`src/rtl/tetris_pkg.sv`:
```
// Shared types and constants for the tetromino piece path.
package tetris_pkg;

   typedef logic [2:0] piece_t;

   localparam int     NUM_PIECES = 7;
   localparam piece_t PIECE_NONE = 3'd0;

   typedef enum logic [1:0] {
      IDLE = 2'd0,
      REQ  = 2'd1,
      CAPT = 2'd2
   } refill_state_t;

   // Out-of-range generator codes (only 3'd7 fits in 3 bits) are mapped to PIECE_NONE.
   function automatic piece_t sanitise_piece(input piece_t raw);
      return (raw >= piece_t'(NUM_PIECES)) ? PIECE_NONE : raw;
   endfunction

endpackage

```
`src/rtl/piece_queue_if.sv`:
```
// Spawn/hold handshake, preview/hold status and generator handshake of piece_queue.
interface piece_queue_if #(parameter int DEPTH = 3);
   import tetris_pkg::*;

   localparam int CNT_W = $clog2(DEPTH + 1);

   logic                 spawn_req;
   logic                 hold_req;
   logic                 spawn_ack;
   piece_t               piece_idx;
   piece_t [DEPTH-1:0]   preview_idx;
   logic [CNT_W-1:0]     preview_cnt;
   piece_t               hold_idx;
   logic                 hold_valid;
   logic                 hold_allowed;
   logic                 gen_new_block;
   piece_t               gen_block_idx;

   // Game FSM plus generator side.
   modport master (
      output spawn_req, hold_req, gen_block_idx,
      input  spawn_ack, piece_idx, preview_idx, preview_cnt,
             hold_idx, hold_valid, hold_allowed, gen_new_block
   );

   // piece_queue side.
   modport slave (
      input  spawn_req, hold_req, gen_block_idx,
      output spawn_ack, piece_idx, preview_idx, preview_cnt,
             hold_idx, hold_valid, hold_allowed, gen_new_block
   );

endinterface

```
`src/rtl/piece_fifo.sv`:
```
// Shift-register preview FIFO: entry 0 is the head, pop shifts everything down,
// a push lands at the first free slot (or the slot vacated by a same-cycle pop).
module piece_fifo
   import tetris_pkg::*;
#(
   parameter int DEPTH = 3
) (
   input  logic                         clk,
   input  logic                         rst_n,
   input  logic                         push,
   input  piece_t                       din,
   input  logic                         pop,
   output logic [$clog2(DEPTH+1)-1:0]   count,
   output piece_t [DEPTH-1:0]           contents
);

   localparam int CNT_W = $clog2(DEPTH + 1);

   piece_t [DEPTH-1:0] entry_reg;
   piece_t [DEPTH-1:0] entry_next;
   logic [CNT_W-1:0]   count_reg;
   logic [CNT_W-1:0]   count_next;

   genvar gi;
   generate
      for (gi = 0; gi < DEPTH; gi++) begin : g_entry
         piece_t shifted;
         logic   load_here;

         if (gi == DEPTH - 1) begin : g_last
            assign shifted = PIECE_NONE;
         end else begin : g_body
            assign shifted = entry_reg[gi+1];
         end

         // With a pop the tail slot moves down by one, so the push lands one lower.
         assign load_here = push && (pop ? (count_reg == CNT_W'(gi + 1))
                                         : (count_reg == CNT_W'(gi)));

         assign entry_next[gi] = load_here ? din : (pop ? shifted : entry_reg[gi]);
      end
   endgenerate

   // Occupancy: push and pop together leave it unchanged.
   always_comb begin
      count_next = count_reg;
      if (push && !pop && count_reg != CNT_W'(DEPTH))
         count_next = count_reg + CNT_W'(1);
      else if (pop && !push && count_reg != '0)
         count_next = count_reg - CNT_W'(1);
   end

   // Storage and occupancy registers.
   always_ff @(posedge clk or negedge rst_n) begin
      if (!rst_n) begin
         entry_reg <= '0;
         count_reg <= '0;
      end else begin
         entry_reg <= entry_next;
         count_reg <= count_next;
      end
   end

   assign count    = count_reg;
   assign contents = entry_reg;

endmodule

```
`src/rtl/piece_queue.sv`:
```
// Consumer end of the tetromino generator: keeps the preview FIFO topped up,
// serves spawn requests and owns the single hold slot.
module piece_queue
   import tetris_pkg::*;
#(
   parameter int DEPTH = 3
) (
   input  logic             Clk,
   input  logic             Reset_n,
   piece_queue_if.slave     bus
);

   localparam int CNT_W = $clog2(DEPTH + 1);

   refill_state_t      state_reg;
   logic               gen_new_block_reg;

   logic [CNT_W-1:0]   fifo_count;
   piece_t [DEPTH-1:0] fifo_contents;
   logic               fifo_push;
   logic               fifo_pop;
   logic [CNT_W-1:0]   count_after_pop;

   logic               spawn_ack_reg;
   piece_t             piece_idx_reg;
   piece_t             hold_idx_reg;
   logic               hold_valid_reg;
   logic               hold_allowed_reg;
   logic               hold_pop_pending_reg;

   logic               have_piece;
   logic               pop_req;
   logic               spawn_take;
   logic               hold_take;

   // A hold into an empty slot needs a pop; if the FIFO was empty that pop waits here.
   assign have_piece = (fifo_count != '0);
   assign pop_req    = bus.spawn_req || hold_pop_pending_reg;
   // Blocking on spawn_ack keeps acks at least one idle cycle apart.
   assign spawn_take = pop_req && have_piece && !spawn_ack_reg;
   assign hold_take  = bus.hold_req && hold_allowed_reg && !spawn_ack_reg && !spawn_take;

   assign fifo_push       = (state_reg == CAPT);
   assign fifo_pop        = spawn_take || (hold_take && !hold_valid_reg && have_piece);
   assign count_after_pop = fifo_count - CNT_W'(fifo_pop);

   piece_fifo #(.DEPTH(DEPTH)) u_fifo (
      .clk      (Clk),
      .rst_n    (Reset_n),
      .push     (fifo_push),
      .din      (sanitise_piece(bus.gen_block_idx)),
      .pop      (fifo_pop),
      .count    (fifo_count),
      .contents (fifo_contents)
   );

   // Refill FSM: one generator request in flight until the FIFO is full.
   always_ff @(posedge Clk or negedge Reset_n) begin
      if (!Reset_n) begin
         state_reg         <= REQ;
         gen_new_block_reg <= 1'b0;
      end else begin
         unique case (state_reg)
            REQ: begin
               gen_new_block_reg <= 1'b1;
               state_reg         <= CAPT;
            end
            CAPT: begin
               gen_new_block_reg <= 1'b0;
               state_reg         <= (int'(count_after_pop) + 1 < DEPTH) ? REQ : IDLE;
            end
            IDLE: begin
               gen_new_block_reg <= 1'b0;
               if (int'(count_after_pop) < DEPTH)
                  state_reg <= REQ;
            end
            default: begin
               gen_new_block_reg <= 1'b0;
               state_reg         <= REQ;
            end
         endcase
      end
   end

   // Active piece, hold slot and spawn acknowledge; spawn wins over hold.
   always_ff @(posedge Clk or negedge Reset_n) begin
      if (!Reset_n) begin
         spawn_ack_reg        <= 1'b0;
         piece_idx_reg        <= PIECE_NONE;
         hold_idx_reg         <= PIECE_NONE;
         hold_valid_reg       <= 1'b0;
         hold_allowed_reg     <= 1'b1;
         hold_pop_pending_reg <= 1'b0;
      end else begin
         spawn_ack_reg <= 1'b0;
         if (spawn_take) begin
            piece_idx_reg        <= fifo_contents[0];
            spawn_ack_reg        <= 1'b1;
            hold_pop_pending_reg <= 1'b0;
            // A pop that finishes a hold keeps the hold locked for this piece.
            if (bus.spawn_req)
               hold_allowed_reg <= 1'b1;
         end else if (hold_take) begin
            hold_allowed_reg <= 1'b0;
            if (hold_valid_reg) begin
               piece_idx_reg <= hold_idx_reg;
               hold_idx_reg  <= piece_idx_reg;
               spawn_ack_reg <= 1'b1;
            end else begin
               hold_idx_reg   <= piece_idx_reg;
               hold_valid_reg <= 1'b1;
               if (have_piece) begin
                  piece_idx_reg <= fifo_contents[0];
                  spawn_ack_reg <= 1'b1;
               end else begin
                  hold_pop_pending_reg <= 1'b1;
               end
            end
         end
      end
   end

   assign bus.spawn_ack     = spawn_ack_reg;
   assign bus.piece_idx     = piece_idx_reg;
   assign bus.preview_idx   = fifo_contents;
   assign bus.preview_cnt   = fifo_count;
   assign bus.hold_idx      = hold_idx_reg;
   assign bus.hold_valid    = hold_valid_reg;
   assign bus.hold_allowed  = hold_allowed_reg;
   assign bus.gen_new_block = gen_new_block_reg;

endmodule

```
`src/flat_wrapper.sv`:
```
// flat-port wrapper written by rule: the top's interface ports become plain ports
module piece_queue_flat import tetris_pkg::*;
#(
   parameter int DEPTH = 3
)
  (Clk, Reset_n, bus_spawn_req, bus_hold_req, bus_gen_block_idx, bus_spawn_ack, bus_piece_idx, bus_preview_idx, bus_preview_cnt, bus_hold_idx, bus_hold_valid, bus_hold_allowed, bus_gen_new_block);
  piece_queue_if #(.DEPTH(DEPTH)) bus_i ();
  input  logic Clk;
  input  logic Reset_n;
  input wire logic [$bits(bus_i.spawn_req)-1:0] bus_spawn_req;
  input wire logic [$bits(bus_i.hold_req)-1:0] bus_hold_req;
  input wire logic [$bits(bus_i.gen_block_idx)-1:0] bus_gen_block_idx;
  output wire logic [$bits(bus_i.spawn_ack)-1:0] bus_spawn_ack;
  output wire logic [$bits(bus_i.piece_idx)-1:0] bus_piece_idx;
  output wire logic [$bits(bus_i.preview_idx)-1:0] bus_preview_idx;
  output wire logic [$bits(bus_i.preview_cnt)-1:0] bus_preview_cnt;
  output wire logic [$bits(bus_i.hold_idx)-1:0] bus_hold_idx;
  output wire logic [$bits(bus_i.hold_valid)-1:0] bus_hold_valid;
  output wire logic [$bits(bus_i.hold_allowed)-1:0] bus_hold_allowed;
  output wire logic [$bits(bus_i.gen_new_block)-1:0] bus_gen_new_block;
  assign bus_i.spawn_req = bus_spawn_req;
  assign bus_i.hold_req = bus_hold_req;
  assign bus_i.gen_block_idx = bus_gen_block_idx;
  assign bus_spawn_ack = bus_i.spawn_ack;
  assign bus_piece_idx = bus_i.piece_idx;
  assign bus_preview_idx = bus_i.preview_idx;
  assign bus_preview_cnt = bus_i.preview_cnt;
  assign bus_hold_idx = bus_i.hold_idx;
  assign bus_hold_valid = bus_i.hold_valid;
  assign bus_hold_allowed = bus_i.hold_allowed;
  assign bus_gen_new_block = bus_i.gen_new_block;
  piece_queue #(.DEPTH(DEPTH)) u_core (.Clk(Clk), .Reset_n(Reset_n), .bus(bus_i));
endmodule
```
`config.mk`:
```
export PLATFORM = sky130hd
export DESIGN_NAME = piece_queue_flat
export DESIGN_NICKNAME = d
export VERILOG_FILES = /design/src/rtl/tetris_pkg.sv /design/src/rtl/piece_queue_if.sv /design/src/rtl/piece_fifo.sv /design/src/rtl/piece_queue.sv /design/src/flat_wrapper.sv
export SDC_FILE = /design/constraint.sdc
export NUM_CORES = 1
export LEC_CHECK = 0
export ABC_CLOCK_PERIOD_IN_PS = 2700
export BUFFER_PORTS_ARGS = -buffer_cell sky130_fd_sc_hd__buf_2
export CORE_MARGIN = 10
export CORE_UTILIZATION = 45
export CTS_CLUSTER_DIAMETER = 200
export DETAILED_ROUTE_END_ITERATION = 10
export HOLD_SLACK_MARGIN = 0.03
export PLACE_DENSITY = 0.76
export RECOVER_POWER = 25
export SLEW_MARGIN = 20
export SYNTH_ARGS = -nofsm -noshare
export SYNTH_HDL_FRONTEND = slang
export SYNTH_HIERARCHICAL = 1
export SYNTH_SLANG_ARGS = --single-unit
```
`constraint.sdc`:
```
create_clock -name Clk -period 2.7 [get_ports Clk]
set_input_delay 0.27 -clock Clk [delete_from_list [all_inputs] [get_ports Clk]]
set_output_delay 0.27 -clock Clk [all_outputs]
set_load 0.05 [all_outputs]
```
Yosys cells after proc, flatten, opt, wreduce, memory -nomap -nowiden --
Cells that the tools add are included.
Operators by class: $add $sub $neg 4, magnitude comparators 3, equal/unequal tests 10, multiplexer cells 31, bitwise operators 1, reductions and logical operators 34
Operator list (number):
- two-way mux 3 bit | 11
- less-than comparator 32 x 3 -> 1 bit (second input constant) | 1
- two-way mux 1 bit | 16
- logical AND 1 bit | 14
- nonzero test 2 bit | 6
- != test 2 bit (second input constant) | 4
- equality test 2 bit (second input constant) | 3
- two-way mux 2 bit | 3
- one-hot mux 2 bit (3 select lines) | 1
- AND reduction 2 bit | 3
- logical NOT 1 bit | 5
- equality test 2 x 1 -> 1 bit (second input constant) | 2
- logical NOT 2 bit | 2
- adder 2 x 1 -> 3 bit (second input constant) | 1
- >= comparator 3 bit (second input constant) | 1
- AND reduction 3 bit | 1
- nonzero test 3 bit | 1
- adder 2 x 1 -> 2 bit (second input constant) | 1
- logical OR 1 bit | 2
- less-than comparator 2 bit (second input constant) | 1
- != test 2 x 1 -> 1 bit (second input constant) | 1
- subtractor 2 x 1 -> 2 bit | 1
- subtractor 2 x 1 -> 2 bit (second input constant) | 1
- NOT 1 bit | 1
Word-level totals: register bits 24, input port bits 7, output and inout port bits 21, word-level logic and storage cells 95

Depth between registers and ports, before layout --
word-level depth 13, depth in mapped cells 6

Cells and area by module --
The synthesis kept the hierarchy.
By module, submodules not included:
- piece_fifo | times used 1, cells an instance 61, area each 650.6 um2, seq. area each 275.3 um2
- piece_queue | times used 1, cells an instance 52, area each 628.1 um2, seq. area each 327.8 um2

Worst setup path after synthesis --
OpenSTA, ideal clock, no wires.
kind register to register, start register u_core.u_fifo.count_reg[1], in the netlist u_core/u_fifo/count[1], end register u_core.u_fifo.entry_reg, in the netlist u_core/u_fifo/g_entry[0].shifted[0], arrival time 1952 ps, slack 624 ps, stages on the path, launching flop included 7, path buffers 1, cells stage by stage dfrtp_1 > nor2_1 > a21oi_1 > buf_6 > mux2i_1 > nor2b_2 > o2bb2ai_1
Between the ends: cells in the longest elaborated chain, start to end 11, elaborated cells on any way between the ends 14
RTL lines:
- start: declaration | RTL line piece_fifo.sv:21 | logic [CNT_W-1:0] count_reg;
- start signal: assignment | RTL line piece_fifo.sv:60 | count_reg <= count_next;
- nonzero test 2 bit (*) | RTL line piece_queue.sv:37 | assign have_piece = (fifo_count != '0);
- logical AND 1 bit (2 in series) | RTL line piece_queue.sv:40 | assign spawn_take = pop_req && have_piece && !spawn_ack_reg;
- logical NOT 1 bit | RTL line piece_queue.sv:41 | assign hold_take = bus.hold_req && hold_allowed_reg && !spawn_ack_reg && !spawn_take;
- logical AND 1 bit | RTL line piece_queue.sv:41
- logical AND 1 bit (2 in series) | RTL line piece_queue.sv:44 | assign fifo_pop = spawn_take || (hold_take && !hold_valid_reg && have_piece);
- logical OR 1 bit (*) | RTL line piece_queue.sv:44
- net u_core.fifo_pop | RTL line piece_queue.sv:21 | logic fifo_pop;
- two-way mux 1 bit | RTL line piece_fifo.sv:37 | assign load_here = push && (pop ? (count_reg == CNT_W'(gi + 1))
- logical AND 1 bit | RTL line piece_fifo.sv:37
- two-way mux 3 bit or nonzero test 2 bit (tied branches)
- end signal: assignment | RTL line piece_fifo.sv:59 | entry_reg <= entry_next;
- end: declaration | RTL line piece_fifo.sv:19 | piece_t [DEPTH-1:0] entry_reg;
The timed path passes the listed nets; every way through them passes the cells marked *. A chain may end at the register's enable or synchronous reset.

Final worst setup path --
start register u_core.hold_allowed_reg, in the netlist u_core/bus.hold_allowed, end register u_core.u_fifo.entry_reg, in the netlist u_core/u_fifo/contents[0]
Between the ends: cells in the longest elaborated chain, start to end 9, elaborated cells on any way between the ends 10
RTL lines:
- start: declaration | RTL line piece_queue.sv:28 | logic hold_allowed_reg;
- start signal: assignment | RTL line piece_queue.sv:92 | hold_allowed_reg <= 1'b1;
- start signal: assignment | RTL line piece_queue.sv:102 | hold_allowed_reg <= 1'b1;
- start signal: assignment | RTL line piece_queue.sv:104 | hold_allowed_reg <= 1'b0;
- logical AND 1 bit (*) (3 in series) | RTL line piece_queue.sv:41
- logical AND 1 bit (*) (2 in series) | RTL line piece_queue.sv:44
- logical OR 1 bit (*) | RTL line piece_queue.sv:44
- net u_core.fifo_pop | RTL line piece_queue.sv:21
- two-way mux 1 bit | RTL line piece_fifo.sv:37
- logical AND 1 bit | RTL line piece_fifo.sv:37
- two-way mux 3 bit or nonzero test 2 bit (tied branches)
Marks and branches as above.

==> impl_metrics.toml <==
[run_status]
status = "finished, final reports clean"

[detailed_routing]
routed.top_layer = "met4"
wl_met3_um = 204
wire_per_inst_um = 16.1
wl_met2_mm = 1.30
firstDrtPassIters = 4
vias = 963
detail-route-antenna-nets = 0
m1WireLength_mm = 1.30
drtIter0Drc = 37
drc = 0
routed_wl_mm = 2.81
via_per_inst = 5.53

[sta]
finalCriticalPeriod_ps = 1740
final-setup-viol-count = 0
max_slew_margin_pct = 15.1
maxSlewViolCount = 0
fin_crit_sh_pct = 64.3
rsz0062_at_grt = "no"
setup_tns_ps = 0
skew_ps = 2.47
fmax_mhz = 576
worst_pin_slew_ps = 1270
hold_violations = 0

[placement]
gp_congestion = 0.854
port_buffers = 27
hpwl_mm = 2.17
dpl.cell_count = 169

[yosys]
synth-seq-cells = 24
synth_fp_nets = 125
synth_area_leaders = "dfrtp_1, o2bb2ai_1, a21boi_0"
synthAdderAreaFrac_pct = 4.89
synth_seq_area_share_pct = 47.2
synth_top_family_by_area = "compound AO/OA/AOI/OAI gates"
synth_top_cell_area_share_pct = 43.1
synth_simple_gate_area_share_pct = 12.1
muxShareOfSynthArea_pct = 6.65
synth_cells = 113
synth_compound_area_share_pct = 24.0
syn-cell-area_um2 = 1280
synth_xor_area_share_pct = 1.37
avgSynthCellArea_um2 = 11.3
synthFlopType = "dfrtp_1"
synth_top_cell_by_area = "dfrtp_1"
postSynth.asyncResetShare_pct = 100
synth.distinct_cells = 33
synth_edf_count = 0
yosys_warnings = 6

[hold_path]
min_path_type = "input port to flip-flop"
hold_depth = 3

[clocking]
insertion_delay_ps = 310
root_buffer = "clkbuf_4"
cts-htree-levels = 1
cts_tree = "built"
cts_buffers = 3
post_cts_buffers = 0
clk_pin_slew_ps = 120
clock_path_buffers = 2
cts_hold_buf = 1
cts_resized = 0
cts.sinks = 24

[setup_path]
cp.depth = 6
cp-end-kind = "flip-flop"
worst-r2r-cell-count = 6
critPathLaunchType = "flip-flop"
slowest_stage = "dfstp_2"
critical_path.max_stage_delay_ps = 590
crit_chain = "nand4bb_1 > a21oi_1 > buf_4 > mux2i_1 > nor2b_1 > o2bb2ai_1"
cp_max_fo = 25
path_delay_family = "flip-flops"
path_class = "flip-flop to flip-flop"
required_ps = 2900
cp_data_arrival_time_ps = 1940
critPathBufInv = 1

[cells_and_area]
antenna_cells = 0
nets = 156
seqCellArea_um2 = 603
stdcell_count = 174
drive_gt1_share_pct = 26.6
area_delta_synth_final_pct = 15.4
multi_input_area_um2 = 627
largest_reg_flops = 6
num-fill-cells = 269

[grt]
globalRouteOverflowTotal = 0
track_usage_pct = 10.8
grt_pass1_vias = 1029
antenna_found_initial = 0
grt_max_degree = 26
grt_pass1_wl_mm = 4.73

[die]
fp.dieH_um = 73.3
num_io_pins = 28
die_w_um = 73.3
coreArea_um2 = 2730
rows = 19
die_area_um2 = 5370
start_util_pct = 46.8

[flow_run]
cap_violations = 0
-- routing by layer --
metal | vias to the layer above | GRT usage, %
met5 | - | 0
met4 | 0 | 4.35
met3 | 2 | 3.90
met2 | 26 | 17.7
met1 | 458 | 12.6
li1 | 477 | -
-- worst min-delay path, delay by kind of cell --
kind / cells / cell delay (ps)
compound gates: 1 / 80
buf+inv: 1 / 110
simple gates: 1 / 110
-- layout by cell type, fill, tap and decap left out, types with 2 or more instances in the layout --
cell,instances
a21oi_1,9
inv_1,5
dfrtp_1,22
o21ai_0,2
o2bb2ai_1,9
mux2i_1,4
a221o_1,3
nor2b_1,5
o21a_1,2
ha_1,5
mux2_4,3
nor3b_1,3
nor2_1,4
buf_2,26
clkbuf_4,3
nor3_1,2
nand2_1,7
a21boi_0,9
-- cell usage after synthesis (all sizes together) (2+ instances only) --
library cell  instances
nor2b                 6
a21oi                 9
dfstp                 2
nor2                  4
a221o                 3
o21ai                 2
nand2                 7
a21boi                9
inv                   5
nor3b                 3
mux2i                 4
o22a                  2
mux2                  3
dfrtp                22
ha                    5
nor3                  2
o2bb2ai               9
buf                   3
o21a                  2
-- worst paths after layout --
path,slack (ps),from,end
max,960,u_core/bus.hold_allowed,u_core/u_fifo/contents[0]
min,300,bus_hold_req,u_core/hold_pop_pending_reg
max reg2reg,960,u_core/bus.hold_allowed,u_core/u_fifo/contents[0]
min reg2reg,470,u_core/state_reg[1],u_core/state_reg[1]
max in group asynchronous,1200,Reset_n,u_core/bus.spawn_ack
min in group asynchronous,760,Reset_n,u_core/bus.hold_valid
-- final cells by class --
type | count | area share, %
clock buffers | 4 | 2.46
inverters | 5 | 1.27
multi-input cells | 81 | 42.5
flip-flops and latches | 24 | 40.9
well taps | 31 | 2.63
repair buffers | 29 | 10.3
-- cells by family after synthesis --
kind of cell               count (synthesis)
buffers and inverters                      8
adders and majority gates                  5
DFF                                       24
and+or+nand+nor                           27
muxes                                      7
xor gates and xnor gates                   2
AOI/OAI and AO/OA                         40
-- per-stage QoR --
| step | util [%] | instance area (um^2) | hold slack (ps) | setup slack [ps] |
|---|---|---|---|---|
| after floorplan | - | 1280 | -25.6 | 624 |
| after global placement | 52.3 | 1430 | 282 | 1050 |
| after detailed placement | 52.3 | 1430 | 283 | 982 |
| after CTS | 54.0 | 1480 | 283 | 961 |
| after global routing | 54.0 | 1480 | 273 | 838 |
| final | 54.0 | 1480 | 304 | 963 |
Power is not shown: default switching activity piles up to over one toggle a cycle in this logic, so the estimate is an artifact.
